--- config.mk ---
export PLATFORM = sky130hd
export DESIGN_NAME = univ_shift_reg
export DESIGN_NICKNAME = d
export VERILOG_FILES = /design/src/rtl/usr_pkg.sv /design/src/rtl/usr_shift_cnt.sv /design/src/rtl/univ_shift_reg.sv
export SDC_FILE = /design/constraint.sdc
export NUM_CORES = 1
export LEC_CHECK = 0
export CORE_MARGIN = 2
export CORE_UTILIZATION = 43
export DETAILED_ROUTE_END_ITERATION = 8
export GPL_ROUTABILITY_DRIVEN = 1
export PLACE_DENSITY = 0.75
export SYNTH_ARGS = -nofsm -noshare
export SYNTH_HDL_FRONTEND = slang
export SYNTH_SLANG_ARGS = --single-unit
--- constraint.sdc ---
create_clock -name clk -period 2.1 [get_ports clk]
set_clock_uncertainty 0.2 [all_clocks]
set_input_delay 0.21 -clock clk [delete_from_list [all_inputs] [get_ports clk]]
set_output_delay 0.21 -clock clk [all_outputs]
set_load 0.05 [all_outputs]
--- src/rtl/usr_pkg.sv ---
`default_nettype none
// =============================================================================
// Module   : usr_pkg
// Brief    : Shared mode encodings, direction constants and FSM state type
//            for the universal shift register.
// Revision : 1.0
// =============================================================================
package usr_pkg;

    localparam logic [1:0] MODE_HOLD = 2'b00;
    localparam logic [1:0] MODE_SHR  = 2'b01;
    localparam logic [1:0] MODE_SHL  = 2'b10;
    localparam logic [1:0] MODE_LOAD = 2'b11;

    localparam logic DIR_RIGHT = 1'b0;
    localparam logic DIR_LEFT  = 1'b1;

    typedef enum logic [0:0] {
        ST_IDLE  = 1'b0,
        ST_SHIFT = 1'b1
    } state_t;

endpackage
`default_nettype wire

--- src/rtl/usr_shift_cnt.sv ---
`default_nettype none
// =============================================================================
// Module   : usr_shift_cnt
// Brief    : Loadable down-counter that saturates at zero; tc flags a count of 1.
// Revision : 1.0
// =============================================================================
module usr_shift_cnt #(
    parameter int CNT_W = 4
) (
    input  logic             clk,
    input  logic             reset,
    input  logic             load,
    input  logic [CNT_W-1:0] load_val,
    input  logic             dec,
    output logic             tc
);

    logic [CNT_W-1:0] cnt_q;
    logic [CNT_W-1:0] cnt_d;

    always_comb begin
        cnt_d = cnt_q;
        if (load) begin
            cnt_d = load_val;
        end else if (dec && (cnt_q != '0)) begin
            cnt_d = cnt_q - CNT_W'(1);
        end
    end

    always_ff @(posedge clk or posedge reset) begin
        if (reset) begin
            cnt_q <= '0;
        end else begin
            cnt_q <= cnt_d;
        end
    end

    // tc marks the edge that performs the final shift of a sequence.
    assign tc = (cnt_q == CNT_W'(1));

endmodule
`default_nettype wire

--- src/rtl/univ_shift_reg.sv ---
`default_nettype none
// =============================================================================
// Module   : univ_shift_reg
// Brief    : Universal shift register with manual modes and a start-triggered
//            WIDTH-step auto-shift. Define UNIV_SHIFT_REG_ROTATE_EN for rot input.
// Revision : 1.0
// =============================================================================
module univ_shift_reg
    import usr_pkg::*;
#(
    parameter int WIDTH = 8,
    parameter int CNT_W = $clog2(WIDTH + 1)
) (
    input  logic             clk,
    input  logic             reset,
    input  logic [1:0]       mode,
    input  logic [WIDTH-1:0] d,
    input  logic             sin_r,
    input  logic             sin_l,
    input  logic             start,
    input  logic             dir,
`ifdef UNIV_SHIFT_REG_ROTATE_EN
    input  logic             rot,
`endif
    output logic [WIDTH-1:0] q,
    output logic [WIDTH-1:0] qb,
    output logic             sout,
    output logic             busy,
    output logic             done
);

    state_t           state_q, state_d;
    logic [WIDTH-1:0] q_q, q_d;
    logic             dir_q, dir_d;
    logic             busy_q, busy_d;
    logic             done_q, done_d;

    logic             cnt_load;
    logic             cnt_dec;
    logic             cnt_tc;

    logic             fill_r;
    logic             fill_l;
    logic [WIDTH-1:0] shr;
    logic [WIDTH-1:0] shl;
    logic             act_left;

`ifdef UNIV_SHIFT_REG_ROTATE_EN
    // Rotation recirculates the bit leaving the opposite end.
    assign fill_r = rot ? q_q[0]       : sin_r;
    assign fill_l = rot ? q_q[WIDTH-1] : sin_l;
`else
    assign fill_r = sin_r;
    assign fill_l = sin_l;
`endif

    assign shr = {fill_r, q_q[WIDTH-1:1]};
    assign shl = {q_q[WIDTH-2:0], fill_l};

    usr_shift_cnt #(
        .CNT_W (CNT_W)
    ) u_shift_cnt (
        .clk      (clk),
        .reset    (reset),
        .load     (cnt_load),
        .load_val (CNT_W'(WIDTH)),
        .dec      (cnt_dec),
        .tc       (cnt_tc)
    );

    always_comb begin
        state_d  = state_q;
        q_d      = q_q;
        dir_d    = dir_q;
        busy_d   = busy_q;
        done_d   = 1'b0;
        cnt_load = 1'b0;
        cnt_dec  = 1'b0;
        case (state_q)
            ST_IDLE: begin
                if (start) begin
                    q_d      = d;
                    dir_d    = dir;
                    cnt_load = 1'b1;
                    busy_d   = 1'b1;
                    state_d  = ST_SHIFT;
                end else begin
                    case (mode)
                        MODE_HOLD: q_d = q_q;
                        MODE_SHR:  q_d = shr;
                        MODE_SHL:  q_d = shl;
                        MODE_LOAD: q_d = d;
                    endcase
                end
            end
            ST_SHIFT: begin
                q_d     = (dir_q == DIR_LEFT) ? shl : shr;
                cnt_dec = 1'b1;
                if (cnt_tc) begin
                    busy_d  = 1'b0;
                    done_d  = 1'b1;
                    state_d = ST_IDLE;
                end
            end
        endcase
    end

    always_ff @(posedge clk or posedge reset) begin
        if (reset) begin
            state_q <= ST_IDLE;
            q_q     <= '0;
            dir_q   <= DIR_RIGHT;
            busy_q  <= 1'b0;
            done_q  <= 1'b0;
        end else begin
            state_q <= state_d;
            q_q     <= q_d;
            dir_q   <= dir_d;
            busy_q  <= busy_d;
            done_q  <= done_d;
        end
    end

    // Idle follows the manual mode; a running sequence follows its latched direction.
    assign act_left = (state_q == ST_SHIFT) ? (dir_q == DIR_LEFT) : (mode == MODE_SHL);

    assign q    = q_q;
    assign qb   = ~q_q;
    assign sout = act_left ? q_q[WIDTH-1] : q_q[0];
    assign busy = busy_q;
    assign done = done_q;

endmodule
`default_nettype wire

### Word level (Yosys, flattened, before mapping)

Cells that the tools add are included.

* add/subtract/negate cells: 1
* equality and inequality tests: 7
* muxes and demuxes: 18
* bitwise operators: 2
* reduce and logical (&&, ||, !) cells: 6

Operators by type and width (count)
* $pmux 8 s3: 1
* $mux 8: 2
* $pmux 8 s2: 1
* $mux 1: 10
* $mux 4: 2
* $not 8->8: 1
* $eq 2x2->1 const B: 2
* $eq 4x1->1 const B: 1
* $pmux 1 s2: 2
* $reduce_and 2->1: 2
* $reduce_bool 4->1: 1
* $sub 4x1->4 const B: 1
* $ne 3x3->1 const B: 1
* $eq 2x1->1 const B: 1
* $logic_not 2->1: 1
* $ne 2x1->1 const B: 1
* $ne 2x2->1 const B: 1
* $reduce_bool 2->1: 1
* $logic_and 1x1->1: 1
* $not 1->1: 1

* register bits: 16
* input bits: 16
* output and inout port bits: 19
* logic and storage cells: 40

### Longest topological paths before layout

* depth after elaboration: 4
* depth in mapped cells: 6
* gate-level depth less buffers: 6

### Modules after synthesis

From an unflattened synthesis, not the netlist that was laid out.

* cell total of the unflattened synthesis: 132
* area, all modules: 1171.1 µm²

By module, submodules not included
* univ_shift_reg: instances 1, cells an instance 102, area each 884.6 µm², sequential area each 300.3 µm²
* usr_shift_cnt: instances 1, cells an instance 30, area each 286.5 µm², sequential area each 100.1 µm²

### Worst setup path after synthesis

OpenSTA, ideal clock, no wires.

* kind: flip-flop to output port
* from: register q_q[0] (netlist: q[0])
* to: output port sout
* arrival: 1.916 ns
* data required time: 1.690 ns
* path slack: -0.226 ns
* cell stages (with the launch flop): 3
* buffers on the path: 0
* path through: dfrtp_1 > inv_1 > mux2i_1

* cells in the longest elaborated chain, start to end: 1

RTL lines
* from (decl): line univ_shift_reg.sv:33 `logic [WIDTH-1:0] q_q, q_d;`
* from (signal assigned): line univ_shift_reg.sv:117 `q_q <= q_d;`
* $mux 1: line univ_shift_reg.sv:129 `assign sout = act_left ? q_q[WIDTH-1] : q_q[0];`
* to (decl): line univ_shift_reg.sv:27 `output logic sout,`

Every way passes these cells.

### Final worst setup path

* from: register q_q[0] (netlist: q[0])
* to: output port qb[0]

* cells in the longest elaborated chain, start to end: 1

RTL lines
* $not 8->8: line univ_shift_reg.sv:128 `assign qb = ~q_q;`
* to (decl): line univ_shift_reg.sv:26 `output logic [WIDTH-1:0] qb,`

Every way passes these cells.

==> summary.txt <==
Synth
  – Syn Inst Count: 110
  – Yosys cell types: 29
  – Seq/Total Area, Yosys: 41.7%
  – Syn avg cell area: 8.72 um^2
  – Syn_nets: 129
  – Ys Warns: 0
  – Post-Syn Area: 960 um^2
  – Flops & latches, synth: 16

Critical path
  – Worst Path Arrival: 1600 ps
  – Crit path kind: reg -> out
  – CP required: 1690 ps
  – R2R Path Start: state_q$_DFF_PP0_
  – Worst-path fanout max: 4
  – FF-to-FF setup slack: 350 ps
  – FF-to-FF End: q[1]$_DFFE_PP0P_
  – Worst R2R Path Depth: 4
  – Worst setup SP type: flip-flop
  – Worst setup EP type: output pin

Clock tree
  – Post-CTS Hold Fix Bufs: 0
  – Clk buf depth: 2
  – Clock slew at reported path FFs: 90 ps
  – Post-CTS Setup Repair Bufs: 0
  – Clk_lat worst skew: 280 ps
  – Root buffer cell: clkbuf_4
  – CTS H-tree depth: 1
  – CTS sink cnt: 16
  – CTS buffer count: 3
  – CTS tree: built

Pwr
  – Pwr Density: 1850 mW/mm^2
  – Worst IR drop on VDD: 0.000956 V
  – Leak pwr: 0.631 nW

Placed design
  – Final HPWL from detailed placement: 1830 um
  – PortBufs: 34
  – Final GP Congestion: 0.848
  – # placed instances: 172
  – Placed Area: 0.00135 mm^2

GRT
  – Number of global-route vias before repair: 905
  – Pin count of the biggest net entering global routing: 17
  – Initial antenna violation count: 0
  – First-pass GRT wire length: 4050 um
  – Total global routing overflow: 0
  – GRT Total Usage: 20.5%

Finish
  – Area Overhead vs Synth: 43.8%
  – # diodes: 0
  – Final Instance Area: 0.00138 mm^2
  – Share of cells above drive strength 1: 9.52%
  – Utilization after layout: 63.6%
  – Fin nets: 168
  – Most frequent cells in the layout: 31 x clkdlybuf4s50_1, 16 x inv_1, 15 x dfrtp_1, 12 x nor2_1, 9 x a21oi_1
  – Final non-filler cell total: 175
  – Fill cells: 203
  – Commonest non-fill, non-tap cell in the layout: clkdlybuf4s50_1

Floorplanning
  – Initial Utilization: 44.2%
  – Row count: 17
  – Total die area: 0.00263 mm^2
  – Die Height: 51.2 um
  – Core area: 0.00217 mm^2
  – I/O Pins: 35
  – Die Span X: 51.2 um

Detailed routing
  – Final wirelength: 2410 um
  – Drt drc: 0
  – DRT iter0 DRCs: 18
  – Vias: 960
  – Via/cell ratio: 5.49
  – Antenna Violating Nets Remaining: 0
  – Drt pass-1 iters: 4
  – WL/cell: 13.7 um

Timing
  – Fmax achieved: 0.498 GHz
  – Fin crit share: 95.6%
  – Setup TNS: 0 ps
  – Headroom to the max-slew limit: 57.9%
  – Pins Over Slew Limit: 0
  – RSZ-0062 raised after global routing: false
  – Final hold viol count: 0
  – Slew @ Worst Pin: 630 ps
  – Final setup violating endpoints: 0
  – Post-route minimum period: 2010 ps

Job
  – Max Cap Viol: 0

Min path
  – Min-delay worst type: in -> async

Status
  – Run status: complete, no violations
-- worst max-delay path, stage by stage, from the launching register on --
cell and delay (ps):
dfrtp_1 420, inv_1 100, clkdlybuf4s50_1 800
-- power breakdown --
group / leakage (nW) / switching [mW] / internal (mW)
logic: 0.421 / 1.05 / 0.694
registers: 0.196 / 0.192 / 0.463
clock network: 0.0138 / 0.0937 / 0.0665
-- per-stage QoR --
stage | setup WS, ps | total power [mW] | hold WS, ps
after floorplan | 9.09 | 1.84 | -76.3
after global placement | 104 | 2.37 | 327
after detailed placement | 97.4 | 2.41 | 341
after CTS | 56.2 | 2.57 | 118
after global routing | 6.46 | 2.74 | 148
final | 93.2 | 2.55 | 99.8
-- per-layer routing --
metal | track usage, % | routed length [um] | part of all wire (%) | vias up
li1 | - | - | - | 465
met1 | 25.0 | 1030 | 43 | 464
met2 | 37.2 | 1260 | 52 | 31
met3 | 3.22 | 120 | 5.0 | 0
met4 | 5.26 | 0 | 0 | 0
met5 | 0 | 0 | 0 | -
-- final cells by class --
type / count / area (um^2) / share of cell area (%)
Multi-Input combinational cell: 74 / 480 / 34.8
Sequential cell: 16 / 402 / 29.1
Timing Repair Buffer: 38 / 380 / 27.6
Inverter: 16 / 60.1 / 4.35
Tap cell: 28 / 35.0 / 2.54
Clock buffer: 3 / 22.5 / 1.63
-- repair_timing --
item,CTS,global route
gates resized for setup,1,1
hold endpoints to repair,0,0
setup endpoints to repair,1,1
-- registers in the layout (all words and copies together) (netlist names) --
| name | count |
|---|---|
| q | 8 |
| done | 1 |
| busy | 1 |
| dir_q | 1 |
| state_q | 1 |
| u_shift_cnt.cnt_q | 4 |
-- Yosys cell counts (all sizes together) --
master / n / area, um^2
inv: 16 / 60.1
a21o: 1 / 7.51
a22o: 8 / 70.1
mux2i: 3 / 30.0
nor3: 3 / 15.0
o22ai: 2 / 12.5
o22a: 7 / 61.3
dfrtp: 16 / 400
nor2b: 2 / 12.5
o221ai: 1 / 8.76
a21oi: 9 / 45.0
nand3b: 1 / 7.51
or2: 1 / 6.26
clkbuf: 1 / 5.00
ha: 3 / 37.5
nor2: 13 / 51.3
buf: 3 / 17.5
o211ai: 1 / 7.51
a221oi: 1 / 8.76
a32o: 1 / 11.3
a211oi: 1 / 7.51
and3: 1 / 6.26
nand4: 1 / 6.26
a31oi: 1 / 6.26
nor3b: 1 / 7.51
o21ai: 4 / 20.0
nand2: 8 / 30.0
-- logic make-up after synthesis --
| logic type | count (synthesis) | synth area share [%] |
|---|---|---|
| adder cells (fa/ha/maj) | 3 | 3.91 |
| AND/OR/NAND/NOR | 31 | 14.9 |
| buffers and inverters | 20 | 8.61 |
| multiplexers | 3 | 3.13 |
| flip-flops | 16 | 41.7 |
| AO/OA/AOI/OAI | 37 | 27.8 |
-- worst max-delay path by stage --
stage,start,to,slack (ps),cells past startpoint
floorplan,q[7]$_DFFE_PP0P_,sout,9,2
global placement,mode[0],q[1]$_DFFE_PP0P_,100,5
detailed placement,mode[0],q[1]$_DFFE_PP0P_,100,5
CTS,q[7]$_DFFE_PP0P_,qb[7],60,2
global route,q[0]$_DFFE_PP0P_,qb[0],6,2
finish,q[0]$_DFFE_PP0P_,qb[0],90,2
Power figures use the tool's default switching activity.
